**src/rtl/mc_phase_sequencer.sv**
```systemverilog
// Phase sequencer for the multi-cycle MIPS core: one-hot phase generation per instruction class,
// memory-handshake stalls with timeout, exception/halt sequencing and cycle/retire counters.
module mc_phase_sequencer #(
    parameter int CNT_WIDTH   = 32,
    parameter int TMO_WIDTH   = 4,
    parameter int MEM_TIMEOUT = 15
) (
    input  logic                 clk,
    input  logic                 reset,
    input  logic [5:0]           op,
    input  logic [5:0]           irfunc,
    input  logic [4:0]           regimm,
    input  logic                 error,
    input  logic                 mem_ready,
    input  logic                 halt_req,
    output logic [4:0]           p,
    output logic                 mem_req,
    output logic                 regwrite_en,
    output logic                 exc_valid,
    output logic [1:0]           exc_cause,
    output logic                 epc_write,
    output logic                 halted,
    output logic [CNT_WIDTH-1:0] cycle_count,
    output logic [CNT_WIDTH-1:0] instret_count
);

    typedef enum logic [2:0] {
        ST_P0, ST_P1, ST_P2, ST_P3, ST_P4, ST_EXC, ST_HALT
    } state_e;

    localparam logic [TMO_WIDTH-1:0] TMO_LAST = TMO_WIDTH'(MEM_TIMEOUT - 1);

    state_e                 state_q, state_d;
    logic [TMO_WIDTH-1:0]   waitCnt_q, waitCnt_d;
    logic [1:0]             excCause_q, excCause_d;
    logic [CNT_WIDTH-1:0]   cycleCnt_q, instretCnt_q;
    logic                   retire;
    logic                   isCalc, isAddSub, isBr, isJmp, isLw, isSw, isMem, isIllegal;

    always_comb begin
        isCalc   = 1'b0;
        isAddSub = 1'b0;
        isBr     = 1'b0;
        isJmp    = 1'b0;
        case (op)
            6'b000000: begin
                case (irfunc)
                    6'b100000, 6'b100010: begin
                        isCalc   = 1'b1;
                        isAddSub = 1'b1;
                    end
                    6'b100011, 6'b100100, 6'b100101, 6'b100110,
                    6'b100111, 6'b101010, 6'b101011: isCalc = 1'b1;
                    6'b001000, 6'b001001:            isJmp  = 1'b1;
                    default: ;
                endcase
            end
            6'b001001, 6'b001100, 6'b001101,
            6'b001110, 6'b001010, 6'b001011: isCalc = 1'b1;
            6'b000100, 6'b000101, 6'b000110, 6'b000111: isBr = 1'b1;
            6'b000001: isBr  = (regimm == 5'b00000) || (regimm == 5'b00001);
            6'b000010, 6'b000011: isJmp = 1'b1;
            default: ;
        endcase
        isLw      = (op == 6'b100011);
        isSw      = (op == 6'b101011);
        isMem     = isLw || isSw;
        isIllegal = !(isCalc || isBr || isJmp || isMem);
    end

    // Next state and Moore outputs; a retiring path funnels through the shared boundary check below.
    always_comb begin
        state_d     = state_q;
        waitCnt_d   = '0;
        excCause_d  = excCause_q;
        retire      = 1'b0;
        p           = 5'b00000;
        mem_req     = 1'b0;
        regwrite_en = 1'b0;
        exc_valid   = 1'b0;
        epc_write   = 1'b0;
        halted      = 1'b0;
        case (state_q)
            ST_P0: begin
                p       = 5'b00001;
                mem_req = 1'b1;
                if (mem_ready) begin
                    state_d = ST_P1;
                end else if (waitCnt_q == TMO_LAST) begin
                    state_d    = ST_EXC;
                    excCause_d = 2'd3;
                end else begin
                    waitCnt_d = waitCnt_q + TMO_WIDTH'(1);
                end
            end
            ST_P1: begin
                p = 5'b00010;
                if (isIllegal) begin
                    state_d    = ST_EXC;
                    excCause_d = 2'd2;
                end else begin
                    state_d = ST_P2;
                end
            end
            ST_P2: begin
                p = 5'b00100;
                if (isMem)     state_d = ST_P3;
                else if (isBr) retire  = 1'b1;
                else           state_d = ST_P4;
            end
            ST_P3: begin
                p       = 5'b01000;
                mem_req = isMem;
                if (mem_ready) begin
                    if (isLw) state_d = ST_P4;
                    else      retire  = 1'b1;
                end else if (waitCnt_q == TMO_LAST) begin
                    state_d    = ST_EXC;
                    excCause_d = 2'd3;
                end else begin
                    waitCnt_d = waitCnt_q + TMO_WIDTH'(1);
                end
            end
            ST_P4: begin
                p = 5'b10000;
                if (error && isAddSub) begin
                    state_d    = ST_EXC;
                    excCause_d = 2'd1;
                end else begin
                    regwrite_en = 1'b1;
                    retire      = 1'b1;
                end
            end
            ST_EXC: begin
                exc_valid = 1'b1;
                epc_write = 1'b1;
                state_d   = halt_req ? ST_HALT : ST_P0;
            end
            ST_HALT: begin
                halted = 1'b1;
                if (!halt_req) state_d = ST_P0;
            end
            default: state_d = ST_P0;
        endcase
        if (retire) state_d = halt_req ? ST_HALT : ST_P0;
    end

    always_ff @(posedge clk or negedge reset) begin
        if (!reset) begin
            state_q      <= ST_P0;
            waitCnt_q    <= '0;
            excCause_q   <= 2'd0;
            cycleCnt_q   <= '0;
            instretCnt_q <= '0;
        end else begin
            state_q    <= state_d;
            waitCnt_q  <= waitCnt_d;
            excCause_q <= excCause_d;
            if (state_q != ST_HALT) cycleCnt_q <= cycleCnt_q + CNT_WIDTH'(1);
            if (retire) instretCnt_q <= instretCnt_q + CNT_WIDTH'(1);
        end
    end

    assign exc_cause     = excCause_q;
    assign cycle_count   = cycleCnt_q;
    assign instret_count = instretCnt_q;

endmodule

```
**config.mk**
```make
export PLATFORM = sky130hd
export DESIGN_NAME = mc_phase_sequencer
export DESIGN_NICKNAME = d
export VERILOG_FILES = /design/src/rtl/mc_phase_sequencer.sv
export SDC_FILE = /design/constraint.sdc
export NUM_CORES = 1
export LEC_CHECK = 0
export ABC_AREA = 1
export BUFFER_PORTS_ARGS = -buffer_cell sky130_fd_sc_hd__buf_2
export CELL_PAD_IN_SITES_DETAIL_PLACEMENT = 1
export CELL_PAD_IN_SITES_GLOBAL_PLACEMENT = 1
export CORE_MARGIN = 1
export CORE_UTILIZATION = 25
export CTS_CLUSTER_SIZE = 14
export DETAILED_ROUTE_END_ITERATION = 8
export GPL_ROUTABILITY_DRIVEN = 0
export PLACE_DENSITY_LB_ADDON = 0.1
export SETUP_SLACK_MARGIN = 0.1
export SYNTH_ARGS = -nofsm -noshare
export SYNTH_HDL_FRONTEND = slang
export SYNTH_SLANG_ARGS = --single-unit
```
**constraint.sdc**
```tcl
create_clock -name clk -period 1.7 [get_ports clk]
set_input_delay 0.17 -clock clk [delete_from_list [all_inputs] [get_ports clk]]
set_output_delay 0.17 -clock clk [all_outputs]
set_load 0.1 [all_outputs]
```
# After elaboration in Yosys (flattened, before gate mapping)
# Index checks and enable logic that the tools add are counted.
# word_totals
register_bits	73
output_inout_bits	76
elab_cells	108
# op_classes
n_addsub	3
eq_ne	43
mux	38
reduce_logical	19
# op_table
operator	count
$eq 6x6->1 const B	11
$add 32x1->32 const B	2
$eq 6x4->1 const B	8
$mux 3	11
$pmux 5 s5	1
$eq 6x3->1 const B	4
$pmux 3 s7	1
$eq 6x2->1 const B	2
$mux 1	12
$mux 4	3
$eq 3x3->1 const B	3
$ne 3x3->1 const B	3
$reduce_or 9->1	1
$mux 2	4
$ne 4x4->1 const B	2
$pmux 1 s2	4
$reduce_or 2->1	4
$eq 3x2->1 const B	2
$eq 6x1->1 const B	1
$logic_not 6->1	1
$ne 2x2->1 const B	3
$pmux 2 s3	1
$reduce_or 6->1	1
$eq 5x1->1 const B	1
13 further kinds	17

# Longest topological paths before layout
# Gate-level depths: netlist (run 1).
# depth
word_depth	10
mapped_depth	13
depth_no_buf	13

# Worst setup path before layout (run 1)
# Ideal clock, no wire load.
# synth_path
path_kind	register -> register
startpoint	reg state_q[1]
endpoint	reg excCause_q[0] (netlist: exc_cause[0])
setup_time_ns	0.067
arrival_time_ns	3.280
path_slack_ns	-1.647
path_stages_with_launch	6
n_path_buf	0
period_less_slack_ns	3.347
cell_sequence	dfrtp_1 > nor3_1 > nand2_1 > nand2_1 > nand2_1 > nand2_1
# synth_between
elab_chain_cells	4
elab_cells_between_ends	12
# synth_lines
element	line	source
start, declared	33	state_e state_q, state_d;
start signal, assigned	156	state_q <= state_d;
$eq 3x2->1 or $logic_not 3->1 (tied branches)	83	case (state_q)
$reduce_or 2->1 (no source line)	n/a	
$ne 2x1->1 (no source line) (tied with other cells)	n/a	
$reduce_and 5->1 (no source line)	n/a	
end signal, assigned	158	excCause_q <= excCause_d;
end, declared	35	logic [1:0] excCause_q, excCause_d;
# Several ways; a longest one is shown, not always the timed one.
# A chain may end at the register's enable or synchronous reset.

# Worst setup path after layout (run 1)
# layout_path
startpoint	reg state_q[0]
endpoint	out regwrite_en
# layout_between
elab_chain_cells	2
# layout_lines
element	line	source
$eq 3x3->1	83	
$mux 1	83	
end, declared	18	output logic regwrite_en,
# Every way passes these cells.

==> results list, run 1 <==
- The first global-routing pass estimated 24,500 um of wire.
- The via count of the first global-routing pass was 4,783.
- Die area: ~18,000 sq um
* Worst path required time: 1.53 ns
* Sum of net half-perimeters after detailed placement: roughly 11,000 um
* Fin crit period: between 1.5 and 2 ns
- Layout-stage area growth over the synthesis result: 56.8%
- Effective utilization at floorplan: 0.255
- CTS root buffer: sky130_fd_sc_hd__clkbuf_16
* Deepest clock path buffer count: 2
- In this run the tightest slew margin relative to its limit is 0.654.
- Input and output buffers added on the ports amount to 96.
- STA classifies the critical path startpoint as a flip-flop.
- Grt total ovfl: 0
- Static timing analysis puts the maximum clock frequency at 0.588 GHz.
- Synthesis-stage register bit count: 73
- Detailed Routing Iterations Pass 1: 4
- For the pin with the worst max-slew slack, the measured transition is 0.519 ns.
- The number of antenna diodes in the final layout is 0.
- In this run the power density over the cells is 1580 nW/um^2.
- CTS saw 73 sinks.
- STA classifies the critical path endpoint as an output pin.
* Area fraction of the dominant cell type after synthesis: 0.416
- The share of the Yosys chip area taken by registers is 0.416.
- Detailed routing inserted a total of 4,612 vias.
- After detailed routing, the average wire length per cell comes to 15.1 um.
- Remaining DRCs: 0
- The floorplan step set the die height to 134 um.
- Period Utilization, post-route: 1.00
- Outcome: finished, violations left
- TritonCTS built the clock tree.
* Final routed wirelength across all metal layers: ~15,000 um
- Overall fraction of global-route tracks in use: 0.172
- Number of fill cells in the layout: 2,103
* Clock insertion delay at the later pin of the skew report: 0.35 ns
* Initial DRC count: 141
- After detailed routing, the number of vias per cell comes to 4.54.
- Count of flip-flops with a built-in enable after synthesis: 0
* Instance count of the mapped netlist: approximately 600
* Most instantiated flip-flop cell in the synthesis netlist: sky130_fd_sc_hd__dfrtp_1
- CP max FO: 3
- Yosys printed 0 warnings.
- The number of max-slew violations in the final report was 0.
- Type of the most critical hold path: input pin to flip-flop
* Reg clk slew, reported paths: 0.05 ns
- The final count of hold timing violations is 0.
* Layout cells sized above 1: 0.420
- Top cells by area, synth: sky130_fd_sc_hd__dfrtp_1 (42%), sky130_fd_sc_hd__nand2_1 (15%), sky130_fd_sc_hd__xor2_1 (7.6%)
- Peak supply drop: about 1400 uV
- Counting distinct cell types in the post-synthesis netlist gives 32.
* IO Pins: 98
- Buffers inserted during clock tree synthesis total 9.
- Hold WS: 0.118 ns
* Number of antenna violations at the first check in global routing: 0
- The checks that failed: negative setup slack.
* Number of nets produced by synthesis: 630
- Worst Path Class, Setup: flip-flop to output pin
* Number of cell rows: 48
* Layout Skew: 0.0160 ns
* Critical path arrival: 1.53 ns
- Unrepaired setup endpoints after global routing: true
- H-Tree Level Count: 3
- Maximum number of pins on one net before global-route repair: 40
- The average instance in the mapped netlist occupies 7.26 sq um.
- Total leakage power: 3.11 nW
* Remaining antenna violation count after routing: 0
* Max-capacitance violation count: 0
- Asr flop ratio synth: 1.00
- Dpl ws: -0.119 ns
- After the last flow step, the layout net total stands at a little over 800.
- Core Area: 17,200 sq um
* Final setup slack of the worst path: -0.000922 ns
* Setup violations, final: 1
- Most area-hungry cell type in the Yosys netlist: sky130_fd_sc_hd__dfrtp_1
* Die outline width: around 130 um
- Combined area of all synthesized cells: 4390 sq um
## cell usage after synthesis, types with 2 or more instances
master and instances:
sky130_fd_sc_hd__nand2_1 178, sky130_fd_sc_hd__dfrtp_1 73, sky130_fd_sc_hd__inv_1 73, sky130_fd_sc_hd__nor2_1 73, sky130_fd_sc_hd__xor2_1 38, sky130_fd_sc_hd__nand3_1 36, sky130_fd_sc_hd__nor3_1 36, sky130_fd_sc_hd__o21ai_0 30
sky130_fd_sc_hd__xnor2_1 20, sky130_fd_sc_hd__nand4_1 9, sky130_fd_sc_hd__a21oi_1 5, sky130_fd_sc_hd__ha_1 4, sky130_fd_sc_hd__buf_2 3, sky130_fd_sc_hd__a21boi_0 2, sky130_fd_sc_hd__buf_4 2, sky130_fd_sc_hd__clkbuf_1 2
sky130_fd_sc_hd__inv_2 2, sky130_fd_sc_hd__nand3_2 2, sky130_fd_sc_hd__nand3b_1 2, sky130_fd_sc_hd__o21ai_1 2
## flip-flops by register name, summed over array words and instances (netlist names)
signal	cells
cycle_count	32
instret_count	32
waitCnt_q	4
state_q	3
exc_cause	2
## layout make-up
class                      count  area, sq um  area share
multi-input combinational    448         2690       0.391
sequential                    73         1940       0.282
clock buffer                  12          236      0.0344
inverter                      75          303      0.0440
tap                          225          282      0.0409
timing repair buffer         178         1380       0.200
clock inverter                 4         55.1     0.00800
## power by group
part           switching, mW  internal [mW]
Clock                  0.792           1.15
Sequential             0.394           2.12
Combinational           4.38           2.03
## layout by cell type (no fill, tap or decap), types with 21 or more instances in the layout
cell,Yosys,layout
sky130_fd_sc_hd__xor2_1,38,38
sky130_fd_sc_hd__buf_4,2,64
sky130_fd_sc_hd__nand2_1,178,165
sky130_fd_sc_hd__buf_2,3,85
sky130_fd_sc_hd__inv_1,73,63
sky130_fd_sc_hd__nand3_1,36,25
sky130_fd_sc_hd__dfrtp_4,0,23
sky130_fd_sc_hd__dfrtp_1,73,31
sky130_fd_sc_hd__nor2_1,73,47
sky130_fd_sc_hd__o21ai_0,30,23
sky130_fd_sc_hd__nor2_2,1,21
## per-layer routing
layer  GRT usage  up-vias  part of all wire
met5           0        -                 0
met4      0.0449        0             0.011
met3      0.0308       15             0.030
met2       0.293       65              0.50
met1       0.225     2264              0.46
li1            -     2268                 -
## logic make-up (layout without fill, tap and decap cells)
group | count (synthesis) | in the layout | synth area share
buf+inv | 83 | 269 | 0.0739
xor+xnor | 58 | 58 | 0.116
fa+ha+maj | 4 | 4 | 0.0114
simple gates | 343 | 343 | 0.330
compound gates | 43 | 43 | 0.0525
flops | 73 | 73 | 0.416
## metrics by stage
step / util / std cells / power (mW) / instance area (sq um) / TNS, ns
4_1_cts: 0.371 / 994 / 10.4 / 6390 / -0.0307
5_1_grt: 0.399 / 1015 / 11.4 / 6880 / -1.06
2_1_floorplan: - / 604 / 6.33 / 4610 / -18.96
3_3_place_gp: 0.338 / 962 / 7.83 / 5830 / -0.0191
6_report: 0.399 / 1015 / 10.9 / 6880 / -0.000922
3_5_place_dp: 0.338 / 962 / 7.92 / 5830 / -0.748
## what timing repair did
| item | CTS | global route |
|---|---|---|
| resized for setup | 36 | 85 |
| gates cloned | 0 | 1 |
| hold buffers | 1 | 0 |
| pin swaps | 14 | 29 |
| buffers inserted | 16 | 20 |
| endpoints found under the setup margin | 51 | 64 |
| endpoints found under the hold margin | 34 | 0 |
## path summary, 6_finish.rpt
path	from	cells past startpoint	slack, ns	endpoint
max reg2reg	state_q[0]	9	0.04	cycle_count[11]
max	state_q[0]	6	-0.0009	regwrite_en
min reg2reg	exc_cause[0]	2	0.47	exc_cause[0]
min in group asynchronous	reset	2	0.36	cycle_count[21]
min	halt_req	3	0.12	state_q[2]
max in group asynchronous	reset	3	0.70	state_q[2]
## critical path, stage by stage (launching register included)
cell and delay (ns):
sky130_fd_sc_hd__dfrtp_1 0.42, sky130_fd_sc_hd__buf_6 0.14, sky130_fd_sc_hd__nor3_4 0.18, sky130_fd_sc_hd__nand2_2 0.09
sky130_fd_sc_hd__buf_6 0.12, sky130_fd_sc_hd__clkinvlp_4 0.07, sky130_fd_sc_hd__buf_12 0.17
(Power assumes the default switching activity.)
==> run 2: changes to the inputs <==
--- a/config.mk
+++ b/config.mk
@@ -5,7 +5,6 @@
 export SDC_FILE = /design/constraint.sdc
 export NUM_CORES = 1
 export LEC_CHECK = 0
-export ABC_AREA = 1
 export BUFFER_PORTS_ARGS = -buffer_cell sky130_fd_sc_hd__buf_2
 export CELL_PAD_IN_SITES_DETAIL_PLACEMENT = 1
 export CELL_PAD_IN_SITES_GLOBAL_PLACEMENT = 1
@@ -15,7 +14,6 @@
 export DETAILED_ROUTE_END_ITERATION = 8
 export GPL_ROUTABILITY_DRIVEN = 0
 export PLACE_DENSITY_LB_ADDON = 0.1
-export SETUP_SLACK_MARGIN = 0.1
 export SYNTH_ARGS = -nofsm -noshare
 export SYNTH_HDL_FRONTEND = slang
 export SYNTH_SLANG_ARGS = --single-unit
==> results list, run 2 <==
- Area fraction of the dominant cell type after synthesis: 0.513 (+0.0966)
- The synthesized area per cell is 10.7 sq um (+47%).
* Layout-stage area growth over the synthesis result: 65.3%
- The minimum setup slack in the final design came to -0.248 ns (-0.247 ns).
* Fmax: 0.513 GHz (-13%)
- In the synthesized netlist the dominant register cell turns out to be sky130_fd_sc_hd__dfrtp_1.
- The leakage power figure was 2.73 nW (-12%).
- Setup violations, final: 59 (+58)
* Compound-Gate Fraction of Synth Area: 0.0696 (+0.0171)
- Most numerous cell types in the synthesized netlist: sky130_fd_sc_hd__dfrtp_1 (73), sky130_fd_sc_hd__xnor2_1 (54), sky130_fd_sc_hd__nand2_1 (33), sky130_fd_sc_hd__nand3_1 (26), sky130_fd_sc_hd__nand4_1 (20)
* Post-synthesis share of cell area spent on xor and xnor gates: 0.157 (+0.0416)
- WL met2: 5470 um (-28%)
* Violated checks: negative setup slack
- Traced cell by cell, the critical path runs through and2b_1, nand2_2, inv_2, o311a_1, a31oi_4, buf_6, a211oi_4, buf_12, nand3_1, xnor2_1.
- Setup repair after global routing could not meet its margin everywhere.
- The synthesis-stage register bit count came to 73 (unchanged).
- The final critical path time including I/O delays and setup was 1.95 ns (+0.247 ns).
* Count of flip-flops with a built-in enable after synthesis: 0 (unchanged)
* Outcome: finished, violations left
- The setup path with the least slack is of type flip-flop to flip-flop.
* Dpl ws: -0.305 ns (-0.186 ns)
- Die outline width: 121 um (-9.8%)
- Period Utilization, post-route: 1.15 (+0.145)
- The wire length of the first global-routing pass was 17,800 um (-27%).
- Hold WS: 0.145 ns (+0.0275 ns)
* Routed wirelength normalized by instance count: 15.1 um (-0.27%)
- Final routed wirelength across all metal layers: 10,800 um (-30%)
- Dominant combinational cell family by area after synthesis: simple AND/OR/NAND/NOR gates
- The area share of fa/ha/maj cells after synthesis was 0.0141 (+0.00265).
- Worst path required time: 1.92 ns (+0.39 ns)
- Number of library cell types mapped by synthesis: 50 (+56%)
* Grt total ovfl: 0 (unchanged)
- Min-delay src: halt_req
- Asr flop ratio synth: 1.00 (unchanged)
- IO Pins: 98 (unchanged)
- The detailed route wirelength on metal3 was 437 um (-5.2%).
- The maximum fanout along the worst path was 10 (+7).
- Worst r2r path cells: 10 (+1)
- Most common cell after layout, fill and taps aside: sky130_fd_sc_hd__buf_2
- The cell area power density came to 1480 nW/um^2 (-6.1%).
- The worst register-to-register path begins at state_q[0].
- Max-capacitance violation count: 0 (unchanged)
- The post-synthesis net count was 360 (-43%).
- Type of the most critical hold path: input pin to flip-flop
- The clock latency reported for the late side of the worst-skew pair was 0.33 ns (-0.02 ns).
- The worst setup path is launched from a flip-flop.
- H-Tree Level Count: 3 (unchanged)
* Initial DRC count: 93 (-34%)
- Instance count of the mapped netlist: 334 (-45%)
- The fill cell instance count of the final layout came to 1,575 (-25%).
* Reg-to-Reg End: instret_count[20]
- Final Total Pwr: 8.73 mW (-20%)
- Most area-hungry cell type in the Yosys netlist: sky130_fd_sc_hd__dfrtp_1
- The maximum number of pins on one net before global-route repair came to 36 (-10%).
- Die area: 14,700 sq um (-19%)
- In this run the clock root is driven by a sky130_fd_sc_hd__clkbuf_16.
- Remaining DRCs: 0 (unchanged)
* Origin of the worst setup path: state_q[0]
* Hold Crit Depth: 3 (unchanged)
- Worst hold path endpoint: state_q[1]
- Layout cells sized above 1: 0.564 (+0.144)
* Most frequent cells in the layout: sky130_fd_sc_hd__buf_2 (85), sky130_fd_sc_hd__buf_4 (82), sky130_fd_sc_hd__xnor2_1 (51), sky130_fd_sc_hd__dfrtp_1 (40), sky130_fd_sc_hd__nand2_1 (25)
- Reg clk slew, reported paths: 0.06 ns (about the same)
- The slowest stage of the critical path belongs to the cell sky130_fd_sc_hd__dfrtp_2.
* Yosys warns: 0 (unchanged)
- Number of cell rows: 43 (-10%)
- Effective utilization at floorplan: 0.257 (+0.00203)
* Peak supply drop: 1060 uV (-23%)
- In the post-synthesis netlist, the biggest area contributors are sky130_fd_sc_hd__dfrtp_1 (51%), sky130_fd_sc_hd__xnor2_1 (13%), sky130_fd_sc_hd__nand3_1 (3.7%).
* Category of the worst setup path capture point: flip-flop
- Fraction of the yosys area taken by sequential cells: 0.513 (+0.0966)
* Met1 layer wirelength in the final routing: 4780 um (-33%)
* # clock sinks: 73 (unchanged)
* Flip-flop and latch area: 1900 sq um (-2.0%)
- Simple logic cell fraction of the synthesized area: 0.213 (-0.117)
- Count of pins over their slew limit: 0 (unchanged)
- Critical path arrival: 2.17 ns (+0.64 ns)
- Final number of hold-violating endpoints: 0 (unchanged)
- NumNets Final: 558 (-31%)
- The reg-to-reg setup timing slack came to -0.25 ns (-0.29 ns).
- The estimated wirelength of the detail-placed design is 8040 um (-29%).
* Vias in the first global route: 3,466 (-28%)
* Detailed Routing Iterations Pass 1: 4 (unchanged)
- Die boundary height: 121 um (-9.8%)
* Routed vias: 3,275 (-29%)
- The count of antenna-violating nets left after detailed routing is 0 (unchanged).
- The global-route usage over all layers came to 0.157 (-0.0156).
- The number of buffers added by the clock tree synthesis step was 9 (unchanged).
- The multi-input gate area in the final layout was 1980 sq um (-26%).
- Worst slew slack as a fraction of its limit: 0.664 (+0.00996)
* Port-buffer cells: 96 (unchanged)
- The area of the placeable core was 13,900 sq um (-19%).
- Cell with the most instances after synthesis: sky130_fd_sc_hd__dfrtp_1
* Number of antenna violations at the first check in global routing: 0 (unchanged)
- The via-per-instance ratio is 4.57 (+0.52%).
- Number of diodes added for antenna fixing: 0 (unchanged)
- Portion of netlist area occupied by mux cells: 0.00949 (+0.00949)
* CP peak stage delay: 0.42 ns (about the same)
* Uppermost layer routed: met4
- The maximum buffer depth of the clock tree is 2 (unchanged).
- Combined area of all synthesized cells: 3560 sq um (-19%)
* Layout Skew: 0.00703 ns (-0.00893 ns)
- The worst-margin pin slew is 0.504 ns (-0.0149 ns).
* TritonCTS clock tree: yes
## run 2: kinds of logic after synthesis
logic type      Yosys count
compound gates           32
mux                       3
xor+xnor                 64
flops                    73
fa+ha+maj                 4
buf+inv                  18
simple gates            140
## run 2: power by group
part           total, mW  switching [mW]  internal, mW
registers           2.29           0.265          2.02
logic               4.70            3.15          1.55
clock network       1.75           0.724          1.02
## run 2: routing by layer
layer,global-route usage,vias up
met3,0.0414,13
met2,0.264,60
li1,-,1567
met4,0.0440,0
met1,0.196,1635
met5,0,-
## run 2: stage by stage
| step | util | TNS, ns | instance area, sq um | instances |
|---|---|---|---|---|
| global placement | 0.378 | -7.79 | 5240 | 684 |
| CTS | 0.410 | -8.93 | 5690 | 713 |
| finish | 0.424 | -7.48 | 5890 | 717 |
| detailed placement | 0.378 | -10.09 | 5240 | 684 |
| global route | 0.424 | -13.87 | 5890 | 717 |
| floorplan | - | -39.72 | 3790 | 334 |
## run 2: repair_timing
| item | in CTS | in global routing |
|---|---|---|
| gates cloned | 1 | 0 |
| endpoints found under the hold margin | 33 | 0 |
| hold buffers | 1 | 0 |
| setup endpoints to repair | 65 | 69 |
| buffers inserted | 12 | 4 |
| gates resized for setup | 20 | 35 |
| pin swaps | 19 | 22 |
## run 2: how the worst max path moves through the flow
stage                             end  slack, ns  cells after the start
floorplan           instret_count[23]      -0.96                      6
detailed placement  instret_count[31]      -0.30                      7
global route        instret_count[28]      -0.35                     10
CTS                 instret_count[31]      -0.30                      9
global placement    instret_count[23]      -0.25                      7
finish              instret_count[20]      -0.25                     10
## run 2: critical path: cells and delay by family, from the launching register on
kind                   cells  cell delay, ns
AND/OR/NAND/NOR            3            0.35
XOR/XNOR                   1            0.15
buffers and inverters      3            0.38
flip-flops                 1            0.42
AO/OA/AOI/OAI              3            0.53
## run 2: layout make-up
cell class	instances	share of cell area
Tap cell	180	0.0383
Sequential cell	73	0.322
Clock inverter	3	0.00298
Clock buffer	13	0.0425
Multi-Input combinational cell	244	0.337
Inverter	10	0.00808
Timing Repair Buffer	194	0.249
